===== src/rtl/div_ratio_pkg.sv =====
// div_ratio_pkg: shared types, constants and power-of-two helper for the divider ratio detector
package div_ratio_pkg;
    localparam int LOG2_W = 5;

    typedef enum logic [1:0] {IDLE, MEASURE, STALL} state_t;

    // Returns {isPow2, log2}; log2 is the index of the single set bit, zero otherwise.
    function automatic logic [LOG2_W:0] pow2Info(input logic [31:0] value);
        logic [LOG2_W-1:0] idx;
        int ones;
        idx = '0;
        ones = 0;
        for (int i = 0; i < 32; i++) begin
            if (value[i]) begin
                ones++;
                idx = i[LOG2_W-1:0];
            end
        end
        return (ones == 1) ? {1'b1, idx} : '0;
    endfunction
endpackage


===== src/rtl/div_ratio_detector_sync_edge_detect.sv =====
// sync_edge_detect: 2-flop synchroniser followed by a registered rising-edge pulse
module sync_edge_detect (
    input  logic clk,
    input  logic rst,
    input  logic sigIn,
    output logic rise
);
    logic [2:0] syncQ;

    // syncQ[0..1] synchronise, syncQ[2] holds the previous synchronised level
    always_ff @(posedge clk or negedge rst) begin
        if (!rst) begin
            syncQ <= '0;
            rise  <= 1'b0;
        end else begin
            syncQ <= {syncQ[1:0], sigIn};
            rise  <= syncQ[1] & ~syncQ[2];
        end
    end
endmodule


===== src/rtl/div_ratio_detector.sv =====
// div_ratio_detector: measures the period of a divided clock in clk cycles, with lock and timeout
module div_ratio_detector
    import div_ratio_pkg::*;
#(
    parameter int CNT_W    = 16,
    parameter int LOCK_CNT = 4,
    parameter int TIMEOUT  = 65535
) (
    input  logic              clk,
    input  logic              rst,
    input  logic              sig_in,
    output logic [CNT_W-1:0]  period,
    output logic              period_valid,
    output logic              is_pow2,
    output logic [LOG2_W-1:0] log2_n,
    output logic              locked,
    output logic              timeout
);
    localparam int              MW      = $clog2(LOCK_CNT + 1);
    localparam logic [CNT_W-1:0] TO_VAL  = CNT_W'(TIMEOUT);
    localparam logic [MW-1:0]    LOCK_VAL = MW'(LOCK_CNT);

    state_t            state, nextState;
    logic [CNT_W-1:0]  cnt;
    logic [MW-1:0]     matchCnt, nextMatch;
    logic [LOG2_W:0]   info;
    logic              rise;

    sync_edge_detect uSync (
        .clk   (clk),
        .rst   (rst),
        .sigIn (sig_in),
        .rise  (rise)
    );

    assign info = pow2Info(32'(cnt));

    // Next state and the match count a rise would produce; a rise always wins over timeout
    always_comb begin
        nextState = state;
        nextMatch = MW'(1);
        if (rise) nextState = MEASURE;
        else if (state != STALL && cnt == TO_VAL) nextState = STALL;
        if (cnt == period) nextMatch = (matchCnt == LOCK_VAL) ? matchCnt : matchCnt + 1'b1;
    end

    // State register
    always_ff @(posedge clk or negedge rst) begin
        if (!rst) state <= IDLE;
        else state <= nextState;
    end

    // Period counter, reported period, lock and timeout flags
    always_ff @(posedge clk or negedge rst) begin
        if (!rst) begin
            cnt          <= '0;
            matchCnt     <= '0;
            period       <= '0;
            period_valid <= 1'b0;
            is_pow2      <= 1'b0;
            log2_n       <= '0;
            locked       <= 1'b0;
            timeout      <= 1'b0;
        end else begin
            period_valid <= 1'b0;
            if (rise) begin
                cnt     <= CNT_W'(1);
                timeout <= 1'b0;
                if (state == MEASURE) begin
                    period       <= cnt;
                    period_valid <= 1'b1;
                    is_pow2      <= info[LOG2_W];
                    log2_n       <= info[LOG2_W-1:0];
                    matchCnt     <= nextMatch;
                    locked       <= nextMatch >= LOCK_VAL;
                end
            end else begin
                if (cnt != '1) cnt <= cnt + 1'b1;
                if (nextState == STALL && state != STALL) begin
                    timeout  <= 1'b1;
                    locked   <= 1'b0;
                    matchCnt <= '0;
                end
            end
        end
    end
endmodule

===== config.mk =====
export PLATFORM = sky130hd
export DESIGN_NAME = div_ratio_detector
export DESIGN_NICKNAME = d
export VERILOG_FILES = /design/src/rtl/div_ratio_pkg.sv /design/src/rtl/div_ratio_detector_sync_edge_detect.sv /design/src/rtl/div_ratio_detector.sv
export SDC_FILE = /design/constraint.sdc
export NUM_CORES = 1
export LEC_CHECK = 0
export BUFFER_PORTS_ARGS = -buffer_cell sky130_fd_sc_hd__buf_2
export CORE_ASPECT_RATIO = 0.8
export CORE_MARGIN = 2
export CORE_UTILIZATION = 30
export CTS_CLUSTER_DIAMETER = 150
export DETAILED_ROUTE_END_ITERATION = 10
export PLACE_DENSITY_LB_ADDON = 0.1
export SYNTH_ARGS = -nofsm -noshare
export SYNTH_HDL_FRONTEND = slang
export SYNTH_SLANG_ARGS = --single-unit
export TNS_END_PERCENT = 30

===== constraint.sdc =====
create_clock -name clk -period 23 [get_ports clk]
set_clock_uncertainty 0.2 [all_clocks]
set_input_delay 3.45 -clock clk [delete_from_list [all_inputs] [get_ports clk]]
set_output_delay 3.45 -clock clk [all_outputs]
set_load 0.05 [all_outputs]

# Word level (Yosys, flattened, before mapping)
# Cells that the tools add are included.
[word_totals] register_bits=50 input_bits=3 output_inout_bits=25
[classes] add_sub_neg=17 n_lt_le_gt_ge=1 eq_ne=9 n_mux=48 n_bitwise=2 n_reduce_logical=6
[op_table] cell="adder 32 x 2 -> 32 bit, second input constant" n=15
[op_table] cell="two-way mux 32 bit" n=15
[op_table] cell="two-way mux 5 bit" n=13
[op_table] cell="== test 32 x 2 -> 1 bit, second input constant" n=1
[op_table] cell="two-way mux 16 bit" n=2
[op_table] cell="adder 16 x 1 -> 16 bit, second input constant" n=1
[op_table] cell="== test 16 bit" n=1
[op_table] cell="== test 16 bit, second input constant" n=1
[op_table] cell="inequality test 16 bit, second input constant" n=1
[op_table] cell="two-way mux 3 bit" n=5
[op_table] cell="two-way mux 1 bit" n=9
[op_table] cell="two-way mux 2 bit" n=3
[op_table] cell="two-way mux 6 bit" n=1
[op_table] cell="inequality test 2 bit, second input constant" n=2
[op_table] cell="AND reduction 2 bit" n=2
[op_table] cell="nonzero test 2 bit" n=2
[op_table] cell="adder 3 x 1 -> 3 bit, second input constant" n=1
[op_table] cell="== test 3 bit, second input constant" n=1
[op_table] cell=">= comparator 3 bit, second input constant" n=1
[op_table] cell="== test 2 x 1 -> 1 bit, second input constant" n=1
[op_table] cell="== test 2 bit, second input constant" n=1
[op_table] cell="logical AND 1 bit" n=2
[op_table] cell="AND 1 bit" n=1
[op_table] cell="NOT 1 bit" n=1

# Depth between registers and ports, before layout
# Gate-level depths: netlist (run 1).
[logic_depth] ltp_word=33 depth_mapped=50 mapped_depth_nobuf=50

# Modules after synthesis
# From an unflattened synthesis (run 1), not the netlist that was laid out.
[hier_totals] cells_unflattened=534 hier_area_um2=4386.7
[modules_own_cells] mod="div_ratio_detector" n_inst=1 cells_per_inst=529 area_per_inst_um2=4272.8 seq_area_each_um2=1101.1
[modules_own_cells] mod="sync_edge_detect" n_inst=1 cells_per_inst=5 area_per_inst_um2=113.9 seq_area_each_um2=100.1

# Worst setup path before layout (run 1)
# OpenSTA, ideal clock, no wires.
[synth_path] path_type="flip-flop to flip-flop" startpoint="register cnt[0]" endpoint="register log2_n[0]" setup_time_ns=0.067 arrival_ns=9.570 t_required_ns=22.733 path_slack_ns=13.163 stages_incl_launch_ff=50 n_path_buf=0 path_cell_list="dfrtp_1 -> ha_1 -> or2_2 -> nand2_1 -> inv_1 -> ha_1 -> nand2_1 -> o21ai_0 -> ha_1 -> mux2_2 -> ha_1 -> a32o_1 -> or2_2 -> ha_1 -> nand2b_1 -> o21a_1 -> ha_1 -> nor2b_1 -> (+14 left out) -> ha_1 -> nand2_1 -> inv_1 -> or2_2 -> ha_1 -> mux2_2 -> ha_1 -> mux2_2 -> ha_1 -> mux2_2 -> ha_1 -> xor2_1 -> xnor2_1 -> a31o_2 -> o2bb2ai_1 -> o311ai_1 -> nor4b_4 -> a22o_1"
[synth_between] elab_chain_cells=33
[synth_lines] element="start, declared" line_no="div_ratio_detector.sv:24" rtl="logic [CNT_W-1:0] cnt;"
[synth_lines] element="start signal, assigned" line_no="div_ratio_detector.sv:78" rtl="if (cnt != '1) cnt <= cnt + 1'b1;"
[synth_lines] element="two-way mux 1 bit *" line_no="div_ratio_pkg.sv:14" rtl="if (value[i]) begin"
[synth_lines] element="adder 32 x 2 -> 32 bit" line_no="div_ratio_pkg.sv:15" rtl="ones++;"
[synth_lines] element="two-way mux 32 bit *" line_no="div_ratio_pkg.sv:14"
[synth_lines] element="adder 32 x 2 -> 32 bit" line_no="div_ratio_pkg.sv:15"
[synth_lines] element="two-way mux 32 bit *" line_no="div_ratio_pkg.sv:14"
[synth_lines] element="adder 32 x 2 -> 32 bit" line_no="div_ratio_pkg.sv:15"
[synth_lines] element="two-way mux 32 bit *" line_no="div_ratio_pkg.sv:14"
[synth_lines] element="adder 32 x 2 -> 32 bit" line_no="div_ratio_pkg.sv:15"
[synth_lines] element="(+17 left out)"
[synth_lines] element="adder 32 x 2 -> 32 bit" line_no="div_ratio_pkg.sv:15"
[synth_lines] element="two-way mux 32 bit *" line_no="div_ratio_pkg.sv:14"
[synth_lines] element="adder 32 x 2 -> 32 bit" line_no="div_ratio_pkg.sv:15"
[synth_lines] element="two-way mux 32 bit *" line_no="div_ratio_pkg.sv:14"
[synth_lines] element="adder 32 x 2 -> 32 bit" line_no="div_ratio_pkg.sv:15"
[synth_lines] element="two-way mux 32 bit *" line_no="div_ratio_pkg.sv:14"
[synth_lines] element="== test 32 x 2 -> 1 bit *" line_no="div_ratio_pkg.sv:19" rtl="return (ones == 1) ? {1'b1, idx} : '0;"
[synth_lines] element="two-way mux 6 bit *" line_no="div_ratio_pkg.sv:19"
[synth_lines] element="end signal, assigned" line_no="div_ratio_detector.sv:73" rtl="log2_n <= info[LOG2_W-1:0];"
[synth_lines] element="end, declared" line_no="div_ratio_detector.sv:15" rtl="output logic [LOG2_W-1:0] log2_n,"
# Mark *: on every way between the ends. The rest lies on a longest branch, timed or not.
# A chain may end at the register's enable or synchronous reset.

# Worst setup path in the final report (run 1)
[layout_path] startpoint="register cnt[0]" endpoint="register log2_n[3]"
# The elaborated chain is that of the path after synthesis.

==> results of run 1 <==
[state kept, by name (all words and copies together), names as in the netlist]
signal and count:
uSync.syncQ 3, is_pow2 1, matchCnt 2, period_valid 1, locked 1, state 2
cnt 16, log2_n 4, uSync.rise 1, period 16, timeout 1
[cells by family (layout without fill, tap and decap cells)]
kind of cell | count (synthesis) | count (layout) | share of synthesized area
AND/OR/NAND/NOR | 208 | 208 | 0.2373
adder cells (fa/ha/maj) | 17 | 17 | 0.04734
AO/OA/AOI/OAI | 110 | 110 | 0.1685
flip-flops | 48 | 48 | 0.2673
buffers and inverters | 51 | 56 | 0.04595
multiplexers | 11 | 11 | 0.02590
other | 1 | 1 | 0.0008346
XOR/XNOR | 75 | 75 | 0.2069
[per-layer routing]
metal	vias up	track usage	wire length (µm)
li1	1848	-	-
met1	1768	0.2492	6614
met2	40	0.2182	4719
met3	4	0.02267	356
met4	0	0.01200	29
met5	-	0	0
[final timing paths]
| kind | start | endpoint | slack [ns] |
|---|---|---|---|
| min reg2reg | uSync.syncQ[0] | uSync.syncQ[1] | 0.15 |
| max reg2reg | cnt[0] | log2_n[3] | 12.22 |
| max in group asynchronous | rst | cnt[0] | 19.11 |
| min | uSync.syncQ[0] | uSync.syncQ[1] | 0.15 |
| min in group asynchronous | rst | period[13] | 3.05 |
| max | cnt[0] | log2_n[3] | 12.22 |
[area by class of cell]
cell class | count | share of cell area
repair buffers | 29 | 0.03096
well taps | 184 | 0.04670
inverters | 20 | 0.01523
flip-flops and latches | 48 | 0.2437
clock buffers | 5 | 0.02538
multi-input cells | 422 | 0.6259
clock inverters | 2 | 0.01218
[cells in the final DEF, fill, tap and decap left out, types with 4 or more instances in the layout]
master                      count
sky130_fd_sc_hd__a21oi_1       25
sky130_fd_sc_hd__a211oi_1       4
sky130_fd_sc_hd__o21ai_0       26
sky130_fd_sc_hd__xor2_4         5
sky130_fd_sc_hd__or3_1          5
sky130_fd_sc_hd__nand2b_1       5
sky130_fd_sc_hd__and3_1         5
sky130_fd_sc_hd__nor3_1         8
sky130_fd_sc_hd__nor4_1         5
sky130_fd_sc_hd__o211ai_1       4
sky130_fd_sc_hd__xnor2_2        4
sky130_fd_sc_hd__and2_1         4
sky130_fd_sc_hd__clkbuf_16      5
sky130_fd_sc_hd__mux2i_1        6
sky130_fd_sc_hd__inv_1         19
sky130_fd_sc_hd__buf_2         26
sky130_fd_sc_hd__a22o_1         5
sky130_fd_sc_hd__ha_1          17
sky130_fd_sc_hd__nand2_1       70
sky130_fd_sc_hd__mux2_2         5
sky130_fd_sc_hd__dfrtp_1       48
sky130_fd_sc_hd__xnor2_1       41
sky130_fd_sc_hd__nor2_1        39
sky130_fd_sc_hd__nor4b_1        4
sky130_fd_sc_hd__nand4_1       16
sky130_fd_sc_hd__o31ai_1        4
sky130_fd_sc_hd__xor2_1        15
sky130_fd_sc_hd__nand3_1       21
sky130_fd_sc_hd__or2_2          4
sky130_fd_sc_hd__nor2b_1        6
sky130_fd_sc_hd__o21bai_1       6
[per-stage QoR]
| stage | instances | util |
|---|---|---|
| after floorplan | 521 | - |
| after global placement | 703 | 0.3285 |
| after detailed placement | 703 | 0.3285 |
| after CTS | 710 | 0.3413 |
| after global routing | 710 | 0.3413 |
| final | 710 | 0.3413 |
[power by group through the flow]
stage                     logic, µW  clock network, µW  registers, µW
after floorplan                 267                  0            118
after global placement          341                  0            110
after detailed placement        341                  0            110
after CTS                       343               96.0            108
after global routing            389               99.3            110
final                           342               93.4            108
[worst max-delay path: cells and delay by family, from the launching register on]
kind | cells | cell delay, ns
DFF | 1 | 0.44
muxes | 4 | 1.14
adders and majority gates | 14 | 4.16
xor gates and xnor gates | 2 | 0.36
buffers and inverters | 4 | 0.31
AOI/OAI and AO/OA | 11 | 1.60
and+or+nand+nor | 14 | 2.52
==> metrics.txt, run 1 <==
# TYPE chip_impl_metric gauge
chip_impl_info{name="crit_path_start_kind",value="flop"} 1
chip_impl_metric{name="final.min_clock_period",unit="ns"} 10.78
chip_impl_metric{name="power_density",unit="nW/µm²"} 110.2
chip_impl_metric{name="timing.hold.ws",unit="ns"} 0.1531
chip_impl_metric{name="maxClockFrequency",unit="MHz"} 92.79
chip_impl_metric{name="crit_required",unit="ns"} 23.03
chip_impl_metric{name="multi_input_comb_area",unit="µm²"} 3085
chip_impl_metric{name="insertion_delay",unit="ns"} 0.29
chip_impl_metric{name="cts_num_sinks",unit=""} 48
chip_impl_metric{name="synthesis.instances",unit=""} 521
chip_impl_metric{name="yosysTopAreaCellShare",unit=""} 0.2673
chip_impl_info{name="critPathSlowestCell",value="sky130_fd_sc_hd__dfrtp_1"} 1
chip_impl_info{name="outcome",value="complete, no violations"} 1
chip_impl_metric{name="grt_pass1_vias",unit=""} 3536
chip_impl_metric{name="postPlaceCellArea",unit="µm²"} 4745
chip_impl_info{name="cts_tree",value="built"} 1
chip_impl_metric{name="synth-seq-area-share",unit=""} 0.2673
chip_impl_metric{name="ys_ff_latch",unit=""} 48
chip_impl_metric{name="worst_slew_pin_slew",unit="ns"} 0.9443
chip_impl_metric{name="nets",unit=""} 546
chip_impl_metric{name="maxCapViolCount",unit=""} 0
chip_impl_metric{name="grt_antenna_before_repair",unit=""} 0
chip_impl_metric{name="via_per_inst",unit=""} 5.155
chip_impl_metric{name="timing.slew.headroom",unit=""} 0.3616
chip_impl_info{name="grt_setup_unrepaired",value="false"} 1
chip_impl_metric{name="share_of_post_route_cells_with_drive_strength_above_1",unit=""} 0.1350
chip_impl_metric{name="htree_levels",unit=""} 2
chip_impl_metric{name="track_usage",unit=""} 0.1527
chip_impl_metric{name="rows",unit=""} 39
chip_impl_metric{name="period_share",unit=""} 0.4686
chip_impl_metric{name="area_delta_synth_final",unit="%"} 9.719
chip_impl_info{name="post_synth_main_area_contributors",value="sky130_fd_sc_hd__dfrtp_1 (27%), sky130_fd_sc_hd__xnor2_1 (8.0%), sky130_fd_sc_hd__nand2_1 (5.8%)"} 1
chip_impl_metric{name="post_detailed_route_wirelength_per_cell",unit="µm"} 16.51
chip_impl_info{name="clk_root_buffer_cell",value="sky130_fd_sc_hd__clkbuf_16"} 1
chip_impl_metric{name="sw_power",unit="µW"} 242.3
chip_impl_info{name="netlist_top_cells_count",value="sky130_fd_sc_hd__nand2_1 (70), sky130_fd_sc_hd__dfrtp_1 (48), sky130_fd_sc_hd__xnor2_1 (41), sky130_fd_sc_hd__nor2_1 (39), sky130_fd_sc_hd__o21ai_0 (26)"} 1
chip_impl_metric{name="power.leakage",unit="µW"} 0.002116
chip_impl_metric{name="hpwlAfterDp",unit="mm"} 8.916
chip_impl_metric{name="design_power_total",unit="µW"} 543.2
chip_impl_metric{name="place.gp.congestion",unit=""} 0.7854
chip_impl_metric{name="post_cts_hold_buffer_count",unit=""} 0
chip_impl_metric{name="grt_max_degree",unit=""} 49
chip_impl_metric{name="postRouteAntennaNets",unit=""} 0
chip_impl_metric{name="synth.net_count",unit=""} 541
chip_impl_metric{name="grt-ovfl-total",unit=""} 0
chip_impl_metric{name="cts_setup_buffers",unit=""} 0
chip_impl_metric{name="synth-async-reset-ratio",unit=""} 1.000
chip_impl_metric{name="switching_share",unit=""} 0.4461
chip_impl_metric{name="share_seq_of_total_power",unit=""} 0.199
chip_impl_metric{name="power.combinational.fraction",unit=""} 0.629
chip_impl_metric{name="post-route-drc-count",unit=""} 0
chip_impl_metric{name="syn_area_per_cell",unit="µm²"} 8.624
chip_impl_metric{name="power.clock.fraction",unit=""} 0.172
chip_impl_info{name="post-synth-top-count-cell",value="sky130_fd_sc_hd__nand2_1"} 1
chip_impl_metric{name="rr_worst_depth",unit=""} 49
chip_impl_metric{name="n_antenna_cell",unit=""} 0
chip_impl_metric{name="post_cts.resized_instances",unit=""} 0
chip_impl_metric{name="crit_fanout",unit=""} 5
chip_impl_metric{name="synth.cell_area",unit="µm²"} 4493
chip_impl_metric{name="timing.critical_path.slowest_cell_delay",unit="ns"} 0.44
chip_impl_metric{name="design.die.area",unit="µm²"} 15980
chip_impl_metric{name="pre_cts_slack",unit="ns"} 12.24
chip_impl_info{name="critPathCaptureType",value="flop"} 1
chip_impl_metric{name="synth_cell_types",unit=""} 71
chip_impl_metric{name="cts_made_buffers",unit=""} 5
chip_impl_metric{name="floorplan.die.height",unit="µm"} 113.5
chip_impl_metric{name="grt_pass1_wl",unit="mm"} 19.80
chip_impl_metric{name="yosys_warnings",unit=""} 0
chip_impl_info{name="path_common_cell",value="sky130_fd_sc_hd__ha_1"} 1
chip_impl_metric{name="final-seq-area",unit="µm²"} 1201
chip_impl_metric{name="hold_depth",unit=""} 0
chip_impl_metric{name="post_route_cell_area",unit="µm²"} 4930
chip_impl_metric{name="portBuffers",unit=""} 26
chip_impl_metric{name="vias",unit=""} 3660
chip_impl_metric{name="worst_setup_slack_final",unit="ns"} 12.22
chip_impl_metric{name="timing.critical_path.arrival",unit="ns"} 10.81
chip_impl_metric{name="initial_utilization",unit=""} 0.3111
chip_impl_metric{name="cell_internal_pwr",unit="µW"} 300.9
chip_impl_metric{name="top_level_ports",unit=""} 28
chip_impl_metric{name="timing_max_transition_violations_final",unit=""} 0
chip_impl_metric{name="routed_wirelength",unit="mm"} 11.72
chip_impl_info{name="critical_path_class",value="reg2reg"} 1
chip_impl_metric{name="tns",unit="ns"} 0
chip_impl_info{name="synth_area_leader_cell",value="sky130_fd_sc_hd__dfrtp_1"} 1
chip_impl_metric{name="detailedRoute.firstPassIterationCount",unit=""} 4
chip_impl_metric{name="fp.coreArea",unit="µm²"} 14440
chip_impl_metric{name="die-width",unit="µm"} 140.8
chip_impl_metric{name="filler_cell_count",unit=""} 1495
chip_impl_info{name="hold_path_class",value="reg2reg"} 1
chip_impl_metric{name="cts.clk_slew.worst_paths",unit="ns"} 0.06
chip_impl_metric{name="setup-violations-final",unit=""} 0
chip_impl_metric{name="hold_violations",unit=""} 0
chip_impl_metric{name="ir_drop",unit="mV"} 0.04915
chip_impl_metric{name="max-clock-path-buffers",unit=""} 2
chip_impl_info{name="synthFlopType",value="sky130_fd_sc_hd__dfrtp_1"} 1
chip_impl_metric{name="number_of_enable_type_register_cells_in_the_synthesized_netlist",unit=""} 0
chip_impl_metric{name="initialDrtViolationCount",unit=""} 287
Note: power is estimated with default switching activity, not from simulation.
==> run 2: changes to the inputs <==
clock period = 10.7 ns   (was 23 ns; I/O delays follow)
==> metrics.txt, run 2 (synthesized netlist as in run 1, its figures left out) <==
# TYPE chip_impl_metric gauge
chip_impl_metric{name="timing.critical_path.slowest_cell_delay",unit="ns"} 0.47
chip_impl_metric{name="post_detailed_route_wirelength_per_cell",unit="µm"} 16.40
chip_impl_metric{name="maxCapViolCount",unit=""} 0
chip_impl_metric{name="initial_utilization",unit=""} 0.3111
chip_impl_info{name="final_common_cell",value="sky130_fd_sc_hd__nand2_1"} 1
chip_impl_metric{name="max-clock-path-buffers",unit=""} 2
chip_impl_metric{name="postRouteAntennaNets",unit=""} 0
chip_impl_metric{name="final-seq-area",unit="µm²"} 1204
chip_impl_metric{name="grt_pass1_wl",unit="mm"} 19.19
chip_impl_info{name="outcome",value="complete, no violations"} 1
chip_impl_info{name="clk_root_buffer_cell",value="sky130_fd_sc_hd__clkbuf_16"} 1
chip_impl_info{name="critPathCaptureType",value="flop"} 1
chip_impl_metric{name="maxClockFrequency",unit="MHz"} 98.23
chip_impl_info{name="regToRegStartpoint",value="cnt[0]"} 1
chip_impl_metric{name="final.min_clock_period",unit="ns"} 10.18
chip_impl_metric{name="r2r_slack",unit="ns"} 0.52
chip_impl_info{name="path_common_cell",value="sky130_fd_sc_hd__ha_1"} 1
chip_impl_metric{name="portBuffers",unit=""} 26
chip_impl_metric{name="post-route-drc-count",unit=""} 0
chip_impl_info{name="critPathSlowestCell",value="sky130_fd_sc_hd__dfrtp_2"} 1
chip_impl_metric{name="cell_internal_pwr",unit="µW"} 658.3
chip_impl_metric{name="design_power_total",unit="µW"} 1218
chip_impl_metric{name="floorplan.die.height",unit="µm"} 113.5
chip_impl_metric{name="setup-violations-final",unit=""} 0
chip_impl_metric{name="via_per_inst",unit=""} 5.172
chip_impl_metric{name="insertion_delay",unit="ns"} 0.29
chip_impl_info{name="cp-startpoint",value="cnt[0]"} 1
chip_impl_metric{name="share_seq_of_total_power",unit=""} 0.183
chip_impl_metric{name="top_level_ports",unit=""} 28
chip_impl_metric{name="detailedRoute.firstPassIterationCount",unit=""} 6
chip_impl_info{name="r2r-end",value="log2_n[2]"} 1
chip_impl_metric{name="grt-ovfl-total",unit=""} 0
chip_impl_metric{name="crit_required",unit="ns"} 10.73
chip_impl_metric{name="nets",unit=""} 555
chip_impl_metric{name="cts_num_sinks",unit=""} 48
chip_impl_metric{name="power.clock.fraction",unit=""} 0.136
chip_impl_metric{name="vias",unit=""} 3724
chip_impl_metric{name="timing_max_transition_violations_final",unit=""} 0
chip_impl_metric{name="design.die.area",unit="µm²"} 15980
chip_impl_metric{name="n_antenna_cell",unit=""} 0
chip_impl_metric{name="timing.hold.ws",unit="ns"} 0.1556
chip_impl_metric{name="post_route_cell_area",unit="µm²"} 5054
chip_impl_metric{name="power.leakage",unit="µW"} 0.002153
chip_impl_metric{name="power.combinational.fraction",unit=""} 0.682
chip_impl_metric{name="track_usage",unit=""} 0.1497
chip_impl_info{name="hp-start",value="uSync.syncQ[0]"} 1
chip_impl_metric{name="multi_input_comb_area",unit="µm²"} 3174
chip_impl_info{name="endpoint",value="log2_n[2]"} 1
chip_impl_metric{name="fp.coreArea",unit="µm²"} 14440
chip_impl_metric{name="post_cts_hold_buffer_count",unit=""} 0
chip_impl_metric{name="cts_made_buffers",unit=""} 5
chip_impl_info{name="cts_tree",value="built"} 1
chip_impl_metric{name="rr_worst_depth",unit=""} 49
chip_impl_info{name="crit_path_start_kind",value="flop"} 1
chip_impl_metric{name="hpwlAfterDp",unit="mm"} 8.866
chip_impl_metric{name="switching_share",unit=""} 0.4596
chip_impl_metric{name="place.gp.congestion",unit=""} 0.8269
chip_impl_metric{name="cts.clk_slew.worst_paths",unit="ns"} 0.07
chip_impl_metric{name="worst_slew_pin_slew",unit="ns"} 1.074
chip_impl_metric{name="filler_cell_count",unit=""} 1494
chip_impl_info{name="critical_path_class",value="reg2reg"} 1
chip_impl_metric{name="grt_antenna_before_repair",unit=""} 0
chip_impl_metric{name="die-width",unit="µm"} 140.8
chip_impl_metric{name="period_share",unit=""} 0.9514
chip_impl_metric{name="timing.critical_path.arrival",unit="ns"} 10.21
chip_impl_info{name="hold_path_class",value="reg2reg"} 1
chip_impl_metric{name="share_of_post_route_cells_with_drive_strength_above_1",unit=""} 0.1903
chip_impl_metric{name="rows",unit=""} 39
chip_impl_metric{name="sw_power",unit="µW"} 560.0
chip_impl_metric{name="routed_wirelength",unit="mm"} 11.81
chip_impl_metric{name="grt_max_degree",unit=""} 49
chip_impl_metric{name="postPlaceCellArea",unit="µm²"} 4760
chip_impl_info{name="top_regs",value="cnt (16), period (16), log2_n (4)"} 1
chip_impl_metric{name="area_delta_synth_final",unit="%"} 12.48
chip_impl_metric{name="initialDrtViolationCount",unit=""} 176
chip_impl_metric{name="hold_depth",unit=""} 0
chip_impl_metric{name="htree_levels",unit=""} 2
chip_impl_metric{name="timing.slew.headroom",unit=""} 0.2798
chip_impl_info{name="layout.cells.most_common_list",value="sky130_fd_sc_hd__nand2_1 (65), sky130_fd_sc_hd__dfrtp_1 (46), sky130_fd_sc_hd__xnor2_1 (41)"} 1
chip_impl_metric{name="hold_violations",unit=""} 0
chip_impl_metric{name="grt_pass1_vias",unit=""} 3487
chip_impl_metric{name="ir_drop",unit="mV"} 0.09118
chip_impl_metric{name="crit_fanout",unit=""} 5
chip_impl_metric{name="power_density",unit="nW/µm²"} 241.1
## run 2: layer usage
layer	share of wire	routed length (µm)	GRT usage
met2	0.41	4784	0.2104
met4	0.0052	61	0.01800
met5	0	0	0
met1	0.56	6631	0.2437
met3	0.028	328	0.02351
## run 2: cell type report
class                           count  area share
Sequential cell                    48      0.2382
Clock inverter                      1    0.001486
Tap cell                          184     0.04556
Clock buffer                        7     0.02822
Inverter                           20     0.01486
Multi-Input combinational cell    422      0.6281
Timing Repair Buffer               38     0.04358
## run 2: worst min path at each step
stage	endpoint	slack, ns
2_1_floorplan	uSync.syncQ[1]	0.13
3_3_place_gp	uSync.syncQ[1]	0.14
3_5_place_dp	uSync.syncQ[1]	0.15
4_1_cts	uSync.syncQ[1]	0.15
5_1_grt	uSync.syncQ[1]	0.16
6_report	uSync.syncQ[1]	0.16
## run 2: power by group through the flow
stage	combinational [µW]	sequential (µW)	clock [µW]
CTS	776	221	169
global route	919	226	177
floorplan	573	255	0
finish	830	223	165
global placement	749	225	0
detailed placement	757	225	0
## run 2: through the flow
| step | setup TNS [ns] | util | cells | setup slack, ns |
|---|---|---|---|---|
| final | 0 | 0.3499 | 720 | 0.5197 |
| after global routing | -0.06321 | 0.3499 | 720 | -0.02049 |
| after CTS | 0 | 0.3432 | 717 | 0.008495 |
| after detailed placement | -0.4541 | 0.3295 | 705 | -0.1137 |
| after global placement | 0 | 0.3295 | 705 | 0.2693 |
| after floorplan | 0 | - | 521 | 0.8628 |
## run 2: repair_timing
item                       4_1_cts  5_1_grt
pin swaps                        4        6
setup buffers                    4        3
resized for setup                7       23
setup endpoints to repair        5        5
## run 2: critical path: cells and delay by family, from the launching register on
family                   cells  cell delay [ns]
multiplexers                 4             1.11
XOR/XNOR                     2             0.36
flip-flops                   1             0.47
buffers and inverters        4             0.25
AND/OR/NAND/NOR             14             2.37
adder cells (fa/ha/maj)     14             3.88
AO/OA/AOI/OAI               11             1.45
==> run 3: changes to the inputs <==
clock period = 11.8 ns   (was 10.7 ns; I/O delays follow)
==> metrics.txt, run 3 (synthesized netlist as in run 1, its figures left out) <==
# TYPE chip_impl_metric gauge
chip_impl_metric{name="initial_utilization",unit=""} 0.3111
chip_impl_metric{name="worst_setup_slack_final",unit="ns"} 1.018
chip_impl_metric{name="grt_pass1_wl",unit="mm"} 19.50
chip_impl_metric{name="max-clock-path-buffers",unit=""} 2
chip_impl_metric{name="crit_fanout",unit=""} 5
chip_impl_metric{name="portBuffers",unit=""} 26
chip_impl_info{name="final_common_cell",value="sky130_fd_sc_hd__nand2_1"} 1
chip_impl_metric{name="met3_wirelength_from_detailed_routing",unit="µm"} 551
chip_impl_metric{name="postPlaceCellArea",unit="µm²"} 4745
chip_impl_metric{name="nets",unit=""} 546
chip_impl_info{name="critPathCaptureType",value="flop"} 1
chip_impl_metric{name="die-width",unit="µm"} 140.8
chip_impl_metric{name="routed_wirelength",unit="mm"} 11.62
chip_impl_metric{name="pre_cts_slack",unit="ns"} 1.064
chip_impl_metric{name="top_level_ports",unit=""} 28
chip_impl_metric{name="maxCapViolCount",unit=""} 0
chip_impl_metric{name="insertion_delay",unit="ns"} 0.29
chip_impl_metric{name="timing.slew.headroom",unit=""} 0.3064
chip_impl_metric{name="post-route-drc-count",unit=""} 0
chip_impl_metric{name="place.gp.congestion",unit=""} 0.7867
chip_impl_info{name="clk_root_buffer_cell",value="sky130_fd_sc_hd__clkbuf_16"} 1
chip_impl_metric{name="routedLengthMet1",unit="mm"} 6.345
chip_impl_metric{name="design.die.area",unit="µm²"} 15980
chip_impl_metric{name="period_share",unit=""} 0.9137
chip_impl_metric{name="timing.critical_path.slowest_cell_delay",unit="ns"} 0.45
chip_impl_metric{name="route.met2.wl",unit="mm"} 4.620
chip_impl_info{name="r2r-end",value="log2_n[2]"} 1
chip_impl_metric{name="grt_pass1_vias",unit=""} 3510
chip_impl_info{name="critPathSlowestCell",value="sky130_fd_sc_hd__dfrtp_1"} 1
chip_impl_metric{name="htree_levels",unit=""} 2
chip_impl_metric{name="ir_drop",unit="mV"} 0.08056
chip_impl_metric{name="cts_setup_buffers",unit=""} 0
chip_impl_metric{name="post_cts_hold_buffer_count",unit=""} 0
chip_impl_metric{name="final.min_clock_period",unit="ns"} 10.78
chip_impl_metric{name="hpwlAfterDp",unit="mm"} 8.753
chip_impl_metric{name="cts.clk_slew.worst_paths",unit="ns"} 0.07
chip_impl_metric{name="via_per_inst",unit=""} 5.236
chip_impl_info{name="regToRegStartpoint",value="cnt[0]"} 1
chip_impl_info{name="critical_path_class",value="reg2reg"} 1
chip_impl_metric{name="rows",unit=""} 39
chip_impl_metric{name="post_route_cell_area",unit="µm²"} 4922
chip_impl_metric{name="power_density",unit="nW/µm²"} 212.7
chip_impl_info{name="worst_hold_end",value="uSync.syncQ[1]"} 1
chip_impl_metric{name="share_of_post_route_cells_with_drive_strength_above_1",unit=""} 0.1366
chip_impl_info{name="path_common_cell",value="sky130_fd_sc_hd__ha_1"} 1
chip_impl_metric{name="cts_num_sinks",unit=""} 48
chip_impl_metric{name="setup-violations-final",unit=""} 0
chip_impl_metric{name="grt_max_degree",unit=""} 49
chip_impl_metric{name="power.leakage",unit="µW"} 0.002114
chip_impl_metric{name="grt-ovfl-total",unit=""} 0
chip_impl_metric{name="area_delta_synth_final",unit="%"} 9.552
chip_impl_metric{name="timing.critical_path.arrival",unit="ns"} 10.82
chip_impl_metric{name="maxClockFrequency",unit="MHz"} 92.75
chip_impl_metric{name="cts_made_buffers",unit=""} 5
chip_impl_metric{name="floorplan.die.height",unit="µm"} 113.5
chip_impl_metric{name="worst_slew_pin_slew",unit="ns"} 1.034
chip_impl_metric{name="crit_required",unit="ns"} 11.84
chip_impl_info{name="cts_tree",value="built"} 1
chip_impl_metric{name="post_detailed_route_wirelength_per_cell",unit="µm"} 16.35
chip_impl_metric{name="timing_max_transition_violations_final",unit=""} 0
chip_impl_info{name="hold_path_class",value="reg2reg"} 1
chip_impl_metric{name="n_antenna_cell",unit=""} 0
chip_impl_metric{name="initialDrtViolationCount",unit=""} 213
chip_impl_metric{name="vias",unit=""} 3723
chip_impl_metric{name="hold_depth",unit=""} 0
chip_impl_info{name="grt_setup_unrepaired",value="false"} 1
chip_impl_info{name="layout.cells.most_common_list",value="sky130_fd_sc_hd__nand2_1 (70), sky130_fd_sc_hd__dfrtp_1 (48), sky130_fd_sc_hd__xnor2_1 (41)"} 1
chip_impl_info{name="outcome",value="complete, no violations"} 1
chip_impl_metric{name="post_cts.resized_instances",unit=""} 0
chip_impl_info{name="crit_path_start_kind",value="flop"} 1
chip_impl_metric{name="tns",unit="ns"} 0
chip_impl_metric{name="rr_worst_depth",unit=""} 49
chip_impl_info{name="dr.max_layer_used",value="met4"} 1
chip_impl_metric{name="fp.coreArea",unit="µm²"} 14440
chip_impl_metric{name="detailedRoute.firstPassIterationCount",unit=""} 5
chip_impl_metric{name="grt_antenna_before_repair",unit=""} 0
chip_impl_metric{name="r2r_slack",unit="ns"} 1.02
chip_impl_info{name="hp-start",value="uSync.syncQ[0]"} 1
chip_impl_metric{name="hold_violations",unit=""} 0
chip_impl_metric{name="postRouteAntennaNets",unit=""} 0
chip_impl_metric{name="track_usage",unit=""} 0.1523
chip_impl_info{name="top_regs",value="cnt (16), period (16), log2_n (4)"} 1
[run 3: worst max-delay path by stage]
stage,slack (ns),from,endpoint,cells past startpoint
final,1.02,cnt[0],log2_n[2],49
after global routing,0.24,cnt[0],log2_n[2],49
after CTS,1.02,cnt[0],log2_n[2],49
after detailed placement,1.06,cnt[0],log2_n[2],49
after global placement,1.26,cnt[0],log2_n[1],49
after floorplan,1.96,cnt[0],log2_n[0],49
[run 3: metrics by stage]
stage	total power, µW	hold WS, ns	utilization	cells
floorplan	750.3	0.1312	-	521
global placement	879.6	0.1357	0.3285	703
detailed placement	876.6	0.1551	0.3285	703
CTS	1058	0.1646	0.3408	711
global route	1152	0.1643	0.3408	711
finish	1047	0.1569	0.3408	711
[run 3: routing by layer]
metal	track usage	vias up
li1	-	1851
met1	0.2482	1789
met2	0.2088	75
met3	0.02603	8
met4	0.02533	0
met5	0	-
[run 3: cell type report]
class | count | area [µm²]
Timing Repair Buffer | 29 | 152.6
Clock inverter | 2 | 38.79
Sequential cell | 48 | 1201
Inverter | 20 | 75.07
Tap cell | 184 | 230.2
Fill cell | 1482 | 9522
Multi-Input combinational cell | 422 | 3085
Clock buffer | 6 | 138.9
[run 3: where the power goes]
part | total (µW) | internal, µW | switching, µW | leakage (µW)
clock | 172 | 106 | 65.9 | 0.0000871
combinational | 664 | 285 | 378 | 0.00139
sequential | 211 | 181 | 29.9 | 0.000640
total | 1050 | 573 | 474 | 0.00211
[run 3: worst max-delay path, delay by kind of cell, from the launching register on]
kind                       cells  cell delay [ns]
AOI/OAI and AO/OA             11             1.58
xor gates and xnor gates       2             0.35
adders and majority gates     14             4.14
buffers and inverters          4             0.32
DFF                            1             0.45
muxes                          4             1.14
and+or+nand+nor               14             2.55
